--- src/rtl/spi_device_tx_arbiter.sv ---
// Round-robin arbiter sharing the SPI device TX FIFO write port between
// NUM_REQ requesters. Bursts are granted atomically until req_last or
// MAX_BURST beats; one registered valid/ready stage drives the FIFO.
//
// Ports:
//   clk, rst     write-side clock, synchronous active-high reset
//   req_data     requester i data at [i*DATA_WIDTH +: DATA_WIDTH]
//   req_valid    per-requester beat valid
//   req_last     per-requester end-of-burst marker
//   req_ready    per-requester beat accepted (combinational)
//   fifo_data    FIFO write data (registered)
//   fifo_valid   FIFO write valid (registered)
//   fifo_ready   FIFO write ready
//   grant_id     current/last granted requester
//   busy         arbiter in a grant or output register holding a beat
module spi_device_tx_arbiter #(
  parameter int unsigned NUM_REQ    = 4,
  parameter int unsigned DATA_WIDTH = 32,
  parameter int unsigned MAX_BURST  = 8
) (
  input  logic                            clk,
  input  logic                            rst,
  input  logic [NUM_REQ*DATA_WIDTH-1:0]   req_data,
  input  logic [NUM_REQ-1:0]              req_valid,
  input  logic [NUM_REQ-1:0]              req_last,
  output logic [NUM_REQ-1:0]              req_ready,
  output logic [DATA_WIDTH-1:0]           fifo_data,
  output logic                            fifo_valid,
  input  logic                            fifo_ready,
  output logic [$clog2(NUM_REQ)-1:0]      grant_id,
  output logic                            busy
);

  localparam int unsigned GW = $clog2(NUM_REQ);
  localparam int unsigned CW = $clog2(MAX_BURST + 1);

  typedef enum logic {IDLE, GRANT} state_t;

  state_t                state;
  logic [CW-1:0]         beat_cnt;
  logic [GW-1:0]         rr_ptr;

  logic                  load_ok;
  logic                  sel_valid;
  logic                  sel_last;
  logic [DATA_WIDTH-1:0] sel_data;
  logic                  accept;
  logic                  end_burst;
  logic                  any_valid;
  logic                  found;
  logic [GW-1:0]         pick;
  logic [GW-1:0]         grant_inc;
  logic [2*NUM_REQ-1:0]  rot;
  logic                  stay_grant;
  logic                  next_valid;

  // Output register can take a new beat when empty or draining this cycle.
  assign load_ok   = !fifo_valid || fifo_ready;
  assign any_valid = |req_valid;

  // Mux the granted requester's beat.
  always_comb begin
    sel_valid = 1'b0;
    sel_last  = 1'b0;
    sel_data  = '0;
    for (int i = 0; i < int'(NUM_REQ); i++) begin
      if (grant_id == GW'(i)) begin
        sel_valid = req_valid[i];
        sel_last  = req_last[i];
        sel_data  = req_data[i*DATA_WIDTH +: DATA_WIDTH];
      end
    end
  end

  // Ready goes only to the granted requester, and only when the stage can load.
  always_comb begin
    req_ready = '0;
    for (int i = 0; i < int'(NUM_REQ); i++) begin
      req_ready[i] = (state == GRANT) && (grant_id == GW'(i)) && load_ok;
    end
  end

  // First valid requester at or after rr_ptr, cyclically: rotate then scan.
  always_comb begin
    rot   = {req_valid, req_valid} >> rr_ptr;
    pick  = '0;
    found = 1'b0;
    for (int k = 0; k < int'(NUM_REQ); k++) begin
      if (!found && rot[k]) begin
        found = 1'b1;
        pick  = GW'((int'(rr_ptr) + k) % int'(NUM_REQ));
      end
    end
  end

  assign accept     = (state == GRANT) && sel_valid && load_ok;
  assign end_burst  = accept && (sel_last || (beat_cnt == CW'(MAX_BURST - 1)));
  assign grant_inc  = (grant_id == GW'(NUM_REQ - 1)) ? '0 : grant_id + GW'(1);
  assign stay_grant = (state == IDLE) ? any_valid : !end_burst;
  assign next_valid = accept || (fifo_valid && !fifo_ready);

  // Arbitration FSM and output register.
  always_ff @(posedge clk) begin
    if (rst) begin
      state      <= IDLE;
      grant_id   <= '0;
      beat_cnt   <= '0;
      rr_ptr     <= '0;
      fifo_valid <= 1'b0;
      fifo_data  <= '0;
      busy       <= 1'b0;
    end else begin
      if (accept) begin
        fifo_valid <= 1'b1;
        fifo_data  <= sel_data;
      end else if (fifo_ready) begin
        fifo_valid <= 1'b0;
      end

      busy <= stay_grant || next_valid;

      case (state)
        IDLE: begin
          if (any_valid) begin
            grant_id <= pick;
            beat_cnt <= '0;
            state    <= GRANT;
          end
        end
        GRANT: begin
          // A dropped req_valid just stalls here; only an accepted beat can end the burst.
          if (accept) begin
            beat_cnt <= beat_cnt + CW'(1);
            if (end_burst) begin
              rr_ptr <= grant_inc;
              state  <= IDLE;
            end
          end
        end
        default: state <= IDLE;
      endcase
    end
  end

endmodule

--- config.mk ---
export PLATFORM = sky130hd
export DESIGN_NAME = spi_device_tx_arbiter
export DESIGN_NICKNAME = d
export VERILOG_FILES = /design/src/rtl/spi_device_tx_arbiter.sv
export SDC_FILE = /design/constraint.sdc
export NUM_CORES = 1
export LEC_CHECK = 0
export BUFFER_PORTS_ARGS = -buffer_cell sky130_fd_sc_hd__buf_2
export CORE_AREA = 2 2 68 103
export DETAILED_ROUTE_END_ITERATION = 8
export DIE_AREA = 0 0 70 105
export GPL_ROUTABILITY_DRIVEN = 0
export PLACE_DENSITY_LB_ADDON = 0.08
export REMOVE_ABC_BUFFERS = 1
export SYNTH_ARGS = -nofsm -noshare
export SYNTH_HDL_FRONTEND = slang
export SYNTH_SLANG_ARGS = --single-unit
--- constraint.sdc ---
create_clock -name clk -period 3.7 [get_ports clk]
set_clock_uncertainty 0.15 [all_clocks]
set_input_delay 0.555 -clock clk [delete_from_list [all_inputs] [get_ports clk]]
set_output_delay 0.555 -clock clk [all_outputs]
set_load 0.01 [all_outputs]
## Word-level counts from Yosys, hierarchy flattened

Cells that the tools add are included.

- Bits in latches: 0
- RAM bits: 0
- Output and inout port bits: 40
- Register bits: 43
- Bits in read-only memories: 0
- Memories kept: 0

- Div/mod/pow operators: 0
- Bitwise operators: 1
- Equality and inequality tests: 6
- Reduce and logical (&&, ||, !) cells: 31
- Add/subtract/negate cells: 5
- $mul: 0
- Shift operators: 1
- Order comparisons: 0
- Multiplexer cells: 30

Operator list:

| operator | number |
|---|---|
| $mux 32 | 4 |
| $mux 1 | 17 |
| $logic_and 1x1->1 | 15 |
| $mux 2 | 5 |
| $mux 4 | 2 |
| $pmux 4 s2 | 1 |
| $shr 8x2->4 | 1 |
| $logic_not 1->1 | 6 |
| $add 2x1->2 const B | 2 |
| $add 2x2->2 const B | 2 |
| $add 4x1->4 const B | 1 |
| $eq 2x2->1 const B | 2 |
| $eq 4x3->1 const B | 1 |
| $logic_or 1x1->1 | 4 |
| $reduce_and 2->1 | 2 |
| $reduce_or 4->1 | 1 |
| $reduce_and 3->1 | 1 |
| $eq 2x1->1 const B | 1 |
| $logic_not 2->1 | 1 |
| $ne 2x1->1 const B | 1 |
| $ne 2x2->1 const B | 1 |
| $pmux 1 s2 | 1 |
| $reduce_bool 2->1 | 1 |
| $not 1->1 | 1 |

## Depth between registers and ports, before layout

Gate-level depths: netlist of the first run.

- Depth after elaboration: 11
- Depth in mapped cells: 9

## Least setup slack after synthesis of the first run

OpenSTA, ideal clock, no wires.

- Path kind: flip-flop to output port
- Start: register grant_id[0]
- End: output req_ready[3]
- Required time: 2.995 ns
- Arrival: 1.535 ns
- Path slack: 1.460 ns
- Stages on the path, launching flop included: 6
- Buffers on the path: 3
- Cells stage by stage: dfxtp_1 > ha_1 > buf_2 > clkbuf_1 > clkbuf_1 > and3_1

- Longest elaborated chain between the ends: 3

Ends and longest elaborated chain:

| item | RTL line | RTL |
|---|---|---|
| start, declared | 30 | `output logic [$clog2(NUM_REQ)-1:0] grant_id,` |
| start signal, assigned | 125 | `grant_id <= pick;` |
| $eq 2x2->1 | 79 | `req_ready[i] = (state == GRANT) && (grant_id == GW'(i)) && load_ok;` |
| $logic_and 1x1->1 (2 in series) | 79 |  |
| end, declared | 26 | `output logic [NUM_REQ-1:0] req_ready,` |

No other way between the ends.

## Worst setup path after layout of the first run

- Start: register grant_id[0]
- End: register fifo_data[30]

- Longest elaborated chain between the ends: 7
- Elaborated cells on any way between the ends: 14

Ends and longest elaborated chain:

| item | RTL line | RTL |
|---|---|---|
| $logic_not 2->1 | 67 | `if (grant_id == GW'(i)) begin` |
| $mux 1 (4 in series) | 67 |  |
| $logic_and 1x1->1 (2 in series) | 96 | `assign accept = (state == GRANT) && sel_valid && load_ok;` |
| end signal, assigned | 115 | `fifo_data <= sel_data;` |
| end, declared | 27 | `output logic [DATA_WIDTH-1:0] fifo_data,` |

Several ways; a longest one is shown, not always the timed one.
A chain may end at the register's enable or synchronous reset.

==> results of run 1 <==
power breakdown:
group / internal, uW / switching (uW) / total [uW]
Combinational: 261 / 371 / 632
Clock: 147 / 163 / 309
Sequential: 534 / 47.4 / 581
registers in the layout (all words and copies together), names as in the netlist:
| signal | cells |
|---|---|
| rr_ptr | 2 |
| fifo_valid | 1 |
| beat_cnt | 4 |
| grant_id | 2 |
| busy | 1 |
| fifo_data | 32 |
| state | 1 |
cells in the mapped netlist (all sizes together) (2+ instances only):
master  count  share of area [%]
nand2     100                 12
o21ai      64                 11
dfxtp      43                 28
a21oi      41                6.8
inv        37                4.6
clkbuf     35                4.3
a311oi     32                9.2
a31oi      32                6.6
buf        14                2.2
and3        7                1.4
nor2        7               0.87
nand2b      6                1.2
ha          5                2.1
nand3       4               0.83
mux2i       3               0.99
nor3        3               0.66
mux2        2               0.74
nand3b      2               0.50
nor4        2               0.41
or3         2               0.41
or4         2               0.50
through the flow:
stage / setup slack, ns / utilization (%) / total power (uW) / hold slack (ns) / area (sq um)
floorplan: 0.02384 / - / 945.8 / 0.3216 / 2831
finish: 0.8112 / 62.32 / 1523 / 0.3703 / 3986
global route: 0.6170 / 62.32 / 1619 / 0.3820 / 3986
detailed placement: 0.8123 / 60.95 / 1222 / 0.3581 / 3899
global placement: 0.9053 / 60.95 / 1208 / 0.3435 / 3899
CTS: 0.8019 / 62.32 / 1522 / 0.3687 / 3986
layout make-up:
cell class | instances | area share, %
clock buffer | 6 | 2.072
clock inverter | 1 | 0.1255
sequential | 43 | 21.59
timing repair buffer | 187 | 24.04
multi-input combinational | 328 | 46.30
inverter | 37 | 3.484
tap | 76 | 2.385
layout by cell type, fill, tap and decap left out, types with 7 or more instances in the layout:
cell type	n
a311oi_1	32
nand2_1	100
a31oi_1	32
o21ai_0	64
dfxtp_1	43
nor2_1	7
inv_1	37
buf_4	9
a21oi_1	41
buf_2	178
and3_1	7
worst min-delay path, stage by stage:
cell,delay [ns]
buf_2,0.09
nand2_1,0.05
a311oi_1,0.08
worst paths after layout:
kind | slack [ns] | end | depth (start not counted)
worst max-delay path | 0.81 | fifo_data[30]$_SDFFE_PP0P_ | 7
worst min-delay path | 0.37 | fifo_data[17]$_SDFFE_PP0P_ | 3
worst max register to register | 0.81 | fifo_data[30]$_SDFFE_PP0P_ | 7
worst min register to register | 0.38 | beat_cnt[0]$_SDFFE_PP0P_ | 2
logic make-up after synthesis:
logic type	after synthesis
DFF	43
adders and majority gates	5
buffers and inverters	86
AOI/OAI and AO/OA	178
muxes	5
and+or+nand+nor	140
layer usage:
layer | up-vias | part of all wire [%]
li1 | 1905 | -
met4 | 0 | 3.0
met5 | - | 0
met3 | 22 | 5.8
met2 | 133 | 52
met1 | 1704 | 39
==> impl_table.tex, run 1 <==
\begin{tabular}{lr}
\hline
Metric & Value \\
\hline
\multicolumn{2}{l}{\textbf{Run status}} \\
\quad Outcome & finished, final reports clean \\
\multicolumn{2}{l}{\textbf{Yosys}} \\
\quad Number of synthesized register bits & 43 \\
\quad Xor-xnor portion of the synthesized cell area & 0\% \\
\quad Portion of the post-synthesis area used by sequential elements & 28.41\% \\
\quad Number of synthesized flops with an enable pin & 0 \\
\quad Largest family of logic cells by synthesized area & compound AO/OA/AOI/OAI gates \\
\quad Post-synthesis adder-cell area fraction & 2.064\% \\
\quad Synth Warn \# & 0 \\
\quad Synth async-reset ratio & 0\% \\
\quad Syn avg cell area & 6.631 sq um \\
\quad Area of the mapped netlist & 3030 sq um \\
\quad Complex-gate fraction of the synthesized area & 36.25\% \\
\quad Synthesized-area fraction occupied by and/or/nand/nor cells & 20.40\% \\
\quad Most used flip-flop cell after synthesis & dfxtp\_1 \\
\quad Mux share of post-synthesis cell area & 1.734\% \\
\quad Post-Synthesis Cells & 457 \\
\quad Netlist cell types & 40 \\
\multicolumn{2}{l}{\textbf{Setup path}} \\
\quad Worst setup path startpoint & grant\_id[0]\$\_SDFFE\_PP0P\_ \\
\quad Ordered list of cells on the worst path & inv\_1 -> ha\_2 -> or3b\_1 -> and3\_1 -> buf\_4 -> a31oi\_1 -> a311oi\_1 \\
\quad CP Data Arrival Time & 2.88 ns \\
\quad Critical Path End Type & register \\
\quad Crit-path slowest cell & ha\_2 \\
\quad Required time worst endpoint & 3.70 ns \\
\quad Critical path buffers and inverters & 2 \\
\quad Delay-heaviest family, CP & simple AND/OR/NAND/NOR gates \\
\quad Critical path fanouts, max & 42 \\
\quad CP startpoint kind & register \\
\quad Critical path's largest stage delay & 0.64 ns \\
\quad Type of the worst setup path & reg -> reg \\
\quad Beginning of the worst register-to-register path & grant\_id[0]\$\_SDFFE\_PP0P\_ \\
\multicolumn{2}{l}{\textbf{Global route}} \\
\quad Number of antenna violations at the first check in global routing & 0 \\
\quad Met2 usage & 48.10\% \\
\quad Vias in the first global route & 3,632 \\
\quad Fraction of met1 tracks used by global routing & 30.08\% \\
\quad Most used routing layer & met2 \\
\quad Sum of overflow across all layers after global routing & 0 \\
\quad Largest net degree at the start of global routing & 49 \\
\quad Met3 routing resource usage after global routing & 4.725\% \\
\quad Global router's overall resource usage & 26.69\% \\
\quad First-pass GRT wire length & 16.33 mm \\
\multicolumn{2}{l}{\textbf{CTS}} \\
\quad Number of clock buffers inserted by TritonCTS & 5 \\
\quad Later-pin clock latency in the skew report & 0.30 ns \\
\quad Clock sinks & 43 \\
\quad CTS H-tree lvls & 2 \\
\quad Clock transition at the registers of the reported paths & 0.08 ns \\
\quad Count of hold-fix buffers inserted at cts & 0 \\
\quad Quantity of gates resized following cts & 0 \\
\quad Post-CTS setup-driven buffer insertion count & 0 \\
\quad CTS tree & done \\
\quad Clk buf depth & 2 \\
\quad Clk Tree Root Cell & clkbuf\_8 \\
\multicolumn{2}{l}{\textbf{STA}} \\
\quad RSZ-0062 raised after global routing & no \\
\quad Endpoints failing hold & 0 \\
\quad Max-slew violation count & 0 \\
\quad Transition time at the pin with the least slew margin & 0.8770 ns \\
\quad Min Clock Period, post-route & 2.889 ns \\
\quad Endpoints failing setup & 0 \\
\quad Fmax & 346.2 MHz \\
\quad Max-Slew Margin vs Limit & 41.53\% \\
\quad Setup total negative slack & 0 ns \\
\quad Final period utilization & 78.08\% \\
\multicolumn{2}{l}{\textbf{Floorplanning}} \\
\quad Core area & 6396 sq um \\
\quad Cell Rows & 36 \\
\quad Effective utilization at floorplan & 47.38\% \\
\quad Number of top-level pins & 179 \\
\quad Total die area & 7350 sq um \\
\quad Die width & 70 um \\
\quad Die height & 105 um \\
\multicolumn{2}{l}{\textbf{Run}} \\
\quad Max-Cap Viols & 0 \\
\multicolumn{2}{l}{\textbf{Routing}} \\
\quad Number of vias in the routed layout & 3,764 \\
\quad Routed Antenna Nets & 0 \\
\quad Initial detailed-routing violation count & 242 \\
\quad Remaining design rule violation count & 0 \\
\quad WL per Instance & 14.74 um \\
\quad Total wirelength of the detailed-routed design & 9.997 mm \\
\quad First-pass iteration count of the detailed router & 4 \\
\quad Via density & 5.552 \\
\multicolumn{2}{l}{\textbf{Final layout}} \\
\quad Area grow syn2layout & 31.54\% \\
\quad Fraction of final layout cells with drive strength greater than 1 & 33.39\% \\
\quad Number of standard cells in the layout, taps in and fillers out & 678 \\
\quad Number of nets at the end of the flow & 746 \\
\quad Antenna diode count & 0 \\
\quad Number of fill cells in the layout & 627 \\
\quad Area taken by flip-flops and latches & 860.8 sq um \\
\quad Area of the multi-input gates & 1846 sq um \\
\multicolumn{2}{l}{\textbf{Hold path}} \\
\quad Start point of the worst min-delay path & req\_data[113] \\
\quad Path type of the worst min-delay path & in -> reg \\
\multicolumn{2}{l}{\textbf{Power and ir drop}} \\
\quad Power density of the placed cells & 382.0 nW/um\^{}2 \\
\quad Leakage & 0.001853 uW \\
\quad Worst supply voltage drop on vdd & 0.1543 mV \\
\multicolumn{2}{l}{\textbf{Placement}} \\
\quad Number of buffer cells added on primary ports & 178 \\
\quad Half-perimeter wire length after placement & 7.318 mm \\
\quad Instance count after placement with tap cells included & 671 \\
\hline
\end{tabular}
No activity file was read; power rests on OpenSTA's default activity.
==> inputs of run 2 (changes only) <==
- ABC_AREA: not set -> 1
- CORE_AREA: 2 2 68 103 -> 2 2 71 107
- DIE_AREA: 0 0 70 105 -> 0 0 73 109
- clock period: 3.7 -> 3 ns (I/O delays scaled with it)
==> run 2 against run 1 <==
Effect of this change: combinational power grew 50%; sequential power grew 20%; hold slack lost 0.058 ns; clock power grew 19%; synthesized area shrank 1.1%; largest power group unchanged.
==> impl_table.tex, run 2 <==
\begin{tabular}{lr}
\hline
Metric & Value \\
\hline
\multicolumn{2}{l}{\textbf{Global route}} \\
\quad Global router's overall resource usage & 25.85\% (-0.84 points) \\
\quad Largest net degree at the start of global routing & 44 (-10\%) \\
\quad Vias in the first global route & 3,620 (-0.33\%) \\
\quad Most used routing layer & met2 \\
\quad Met3 routing resource usage after global routing & 5.453\% (+0.73 points) \\
\quad First-pass GRT wire length & 16.26 mm (-0.42\%) \\
\quad Met2 usage & 44.79\% (-3.3 points) \\
\quad Number of antenna violations at the first check in global routing & 0 (unchanged) \\
\quad Fraction of met1 tracks used by global routing & 29.15\% (-0.93 points) \\
\quad Sum of overflow across all layers after global routing & 0 (unchanged) \\
\multicolumn{2}{l}{\textbf{Yosys}} \\
\quad Post-Synthesis Cells & 493 (+7.9\%) \\
\quad Top post-synthesis cells by count & nand2\_1 (162), a21oi\_1 (74), o21ai\_0 (59) \\
\quad Synth async-reset ratio & 0\% (unchanged) \\
\quad Fraction of post-synthesis cell area in the top cell type by area & 28.73\% (+0.32 points) \\
\quad Most used flip-flop cell after synthesis & dfxtp\_1 \\
\quad Netlist cell types & 25 (-38\%) \\
\quad Dominant cell type by area after synthesis & dfxtp\_1 \\
\quad Area contributors post-synth & dfxtp\_1 (29\%), nand2\_1 (20\%), a21oi\_1 (12\%) \\
\quad Number of synthesized flops with an enable pin & 0 (unchanged) \\
\quad Number of synthesized register bits & 43 (unchanged) \\
\quad Portion of the post-synthesis area used by sequential elements & 28.73\% (+0.32 points) \\
\quad Syn avg cell area & 6.078 sq um (-8.3\%) \\
\quad Synth Warn \# & 0 (unchanged) \\
\quad Library cell with the highest instance count after synthesis & nand2\_1 \\
\quad Area of the mapped netlist & 2997 sq um (-1.1\%) \\
\multicolumn{2}{l}{\textbf{Final layout}} \\
\quad Final cell area excluding filler cells & 3919 sq um (-1.7\%) \\
\quad Antenna diode count & 0 (unchanged) \\
\quad Flip-flop count of the largest register after layout & 32 (unchanged) \\
\quad Area taken by flip-flops and latches & 860.8 sq um (unchanged) \\
\quad Most frequent standard cell in the layout excluding fill and tap cells & buf\_2 \\
\quad Fin util & 55.32\% (-7.0 points) \\
\quad Biggest registers after layout & fifo\_data: 32 flops, beat\_cnt: 4 flops \\
\quad Number of fill cells in the layout & 751 (+20\%) \\
\quad Most used cells in the layout excluding fill and tap cells & buf\_2 (178), nand2\_1 (162), a21oi\_1 (74), o21ai\_0 (59), dfxtp\_1 (43) \\
\quad Register bank with the most flops & fifo\_data \\
\quad Number of nets at the end of the flow & 793 (+6.3\%) \\
\quad Area of the multi-input gates & 1849 sq um (+0.20\%) \\
\quad Area grow syn2layout & 30.77\% \\
\quad Fraction of final layout cells with drive strength greater than 1 & 31.23\% (-2.2 points) \\
\multicolumn{2}{l}{\textbf{Power and ir drop}} \\
\quad Net Sw Frac & 41.79\% (+3.6 points) \\
\quad Cell internal pwr & 1174 uW (+25\%) \\
\quad Leakage & 0.001989 uW (+7.4\%) \\
\quad Sum of internal, switching and leakage power & 2017 uW (+32\%) \\
\quad Clock network power share & 18.3\% (-2.0 points) \\
\quad Combinational group share of total power & 47.2\% (+5.7 points) \\
\quad Worst supply voltage drop on vdd & 0.2209 mV (+43\%) \\
\quad Part of the total power dissipated in sequential elements & 34.6\% (-3.6 points) \\
\quad Net switching power & 842.7 uW (+45\%) \\
\quad Power density of the placed cells & 514.6 nW/um\^{}2 (+35\%) \\
\multicolumn{2}{l}{\textbf{CTS}} \\
\quad Clk Tree Root Cell & clkbuf\_8 \\
\quad Clock sinks & 43 (unchanged) \\
\quad Quantity of gates resized following cts & 0 (unchanged) \\
\quad Number of clock buffers inserted by TritonCTS & 5 (unchanged) \\
\quad Count of hold-fix buffers inserted at cts & 0 (unchanged) \\
\quad Clk buf depth & 2 (unchanged) \\
\quad Post-CTS setup-driven buffer insertion count & 0 (unchanged) \\
\quad Later-pin clock latency in the skew report & 0.30 ns (about the same) \\
\quad Clock transition at the registers of the reported paths & 0.08 ns (about the same) \\
\quad CTS tree & done \\
\quad CTS H-tree lvls & 2 (unchanged) \\
\multicolumn{2}{l}{\textbf{STA}} \\
\quad Setup total negative slack & 0 ns (unchanged) \\
\quad Worst Slack Setup Final & 0.5167 ns (-0.2945 ns) \\
\quad Transition time at the pin with the least slew margin & 0.6333 ns (-0.2437 ns) \\
\quad Endpoints failing setup & 0 (unchanged) \\
\quad RSZ-0062 raised after global routing & no \\
\quad Endpoints failing hold & 0 (unchanged) \\
\quad Max-Slew Margin vs Limit & 57.50\% (+16 points) \\
\quad Fmax & 402.7 MHz \\
\quad Min Clock Period, post-route & 2.483 ns \\
\quad Max-slew violation count & 0 (unchanged) \\
\quad Final period utilization & 82.78\% \\
\multicolumn{2}{l}{\textbf{Setup path}} \\
\quad Beginning of the worst register-to-register path & grant\_id[0]\$\_SDFFE\_PP0P\_ \\
\quad Critical Path End Type & output port \\
\quad Worst reg-to-reg path cell count & 9 (+2) \\
\quad Worst reg-to-reg setup slack & 0.62 ns (-0.19 ns) \\
\quad Critical path fanouts, max & 18 (-57\%) \\
\quad Type of the worst setup path & reg -> out \\
\quad Critical Path End & req\_ready[3] \\
\quad CP startpoint kind & register \\
\quad Worst setup path startpoint & grant\_id[0]\$\_SDFFE\_PP0P\_ \\
\quad Required time worst endpoint & 2.40 ns (-1.30 ns) \\
\quad CP Data Arrival Time & 1.88 ns (-1.00 ns) \\
\quad R2r endpoint & fifo\_data[2]\$\_SDFFE\_PP0P\_ \\
\multicolumn{2}{l}{\textbf{Floorplanning}} \\
\quad Total die area & 7957 sq um (+8.3\%) \\
\quad Number of top-level pins & 179 (unchanged) \\
\quad Effective utilization at floorplan & 42.30\% (-5.1 points) \\
\quad Die height & 109 um (+3.8\%) \\
\quad Core area & 7084 sq um (+11\%) \\
\quad Die width & 73 um (+4.3\%) \\
\quad Cell Rows & 38 (+5.6\%) \\
\multicolumn{2}{l}{\textbf{Routing}} \\
\quad Remaining design rule violation count & 0 (unchanged) \\
\quad Number of vias in the routed layout & 3,868 (+2.8\%) \\
\quad Via density & 5.299 (-4.6\%) \\
\quad Total wirelength of the detailed-routed design & 10.37 mm (+3.8\%) \\
\quad Initial detailed-routing violation count & 157 (-35\%) \\
\quad Routed Antenna Nets & 0 (unchanged) \\
\quad First-pass iteration count of the detailed router & 4 (unchanged) \\
\quad WL per Instance & 14.21 um (-3.6\%) \\
\multicolumn{2}{l}{\textbf{Hold path}} \\
\quad Path type of the worst min-delay path & in -> reg \\
\multicolumn{2}{l}{\textbf{Run}} \\
\quad Max-Cap Viols & 0 (unchanged) \\
\multicolumn{2}{l}{\textbf{Run status}} \\
\quad Outcome & finished, final reports clean \\
\multicolumn{2}{l}{\textbf{Placement}} \\
\quad Number of buffer cells added on primary ports & 178 (unchanged) \\
\quad Half-perimeter wire length after placement & 7.736 mm (+5.7\%) \\
\quad Instance area at placement & 3834 sq um (-1.7\%) \\
\quad Setup slack after placement & 0.6147 ns (-0.1976 ns) \\
\hline
\end{tabular}
==> run 2: cell types whose count changed after synthesis, sizes merged, moves of 13 or more <==
cell,delta
a311oi,-32
nor2,+13
buf,+16
a21oi,+34
nand3,+39
inv,-19
clkbuf,-28
a31oi,-32
nand2,+64
==> run 2: worst max-delay path: stages (launching register included) <==
cell	delay, ns
dfxtp_1	0.42
ha_2	0.40
buf_4	0.29
inv_1	0.21
nor2_1	0.13
buf_2	0.13
==> run 2: cell families (layout without fill, tap and decap cells) <==
group | Yosys count | in the layout | share of synthesized area, %
XOR/XNOR | 2 | 2 | 0.5847
adder cells (fa/ha/maj) | 5 | 5 | 2.088
AO/OA/AOI/OAI | 157 | 157 | 27.35
buffers and inverters | 55 | 212 | 9.645
AND/OR/NAND/NOR | 231 | 231 | 31.61
flip-flops | 43 | 43 | 28.73
==> run 2: per-layer routing <==
| metal | vias up | wire length, um |
|---|---|---|
| met3 | 30 | 579 |
| met1 | 1739 | 4207 |
| met5 | - | 0 |
| met2 | 140 | 5203 |
| met4 | 0 | 381 |
| li1 | 1959 | - |
==> run 2: power groups by stage <==
stage | clock network (uW) | registers (uW) | logic, uW
3_5_place_dp | 0 | 708 | 955
2_1_floorplan | 0 | 731 | 572
4_1_cts | 378 | 697 | 958
3_3_place_gp | 0 | 707 | 941
5_1_grt | 395 | 707 | 1080
6_report | 369 | 697 | 951
==> run 2: layout make-up <==
cell class              instances  area share, %
well taps                      80          2.554
clock buffers                   6          1.852
inverters                      18          1.852
clock inverters                 2         0.3193
multi-input cells             395          47.19
flip-flops and latches         43          21.97
repair buffers                186          24.27
==> run 2: how the worst min path moves through the flow <==
stage | cells after the start | end | slack, ns | from
CTS | 3 | fifo_data[1]$_SDFFE_PP0P_ | 0.30 | req_data[97]
finish | 3 | fifo_data[1]$_SDFFE_PP0P_ | 0.31 | req_data[97]
global route | 3 | fifo_data[1]$_SDFFE_PP0P_ | 0.32 | req_data[97]
detailed placement | 2 | fifo_data[22]$_SDFFE_PP0P_ | 0.31 | fifo_data[22]$_SDFFE_PP0P_
floorplan | 2 | beat_cnt[1]$_SDFFE_PP0P_ | 0.32 | beat_cnt[1]$_SDFFE_PP0P_
global placement | 2 | fifo_data[11]$_SDFFE_PP0P_ | 0.30 | fifo_data[11]$_SDFFE_PP0P_
==> run 2: through the flow <==
step,cells,hold slack [ns]
3_5_place_dp,722,0.3064
4_1_cts,730,0.3010
6_report,730,0.3122
3_3_place_gp,722,0.2997
2_1_floorplan,456,0.3209
5_1_grt,730,0.3192
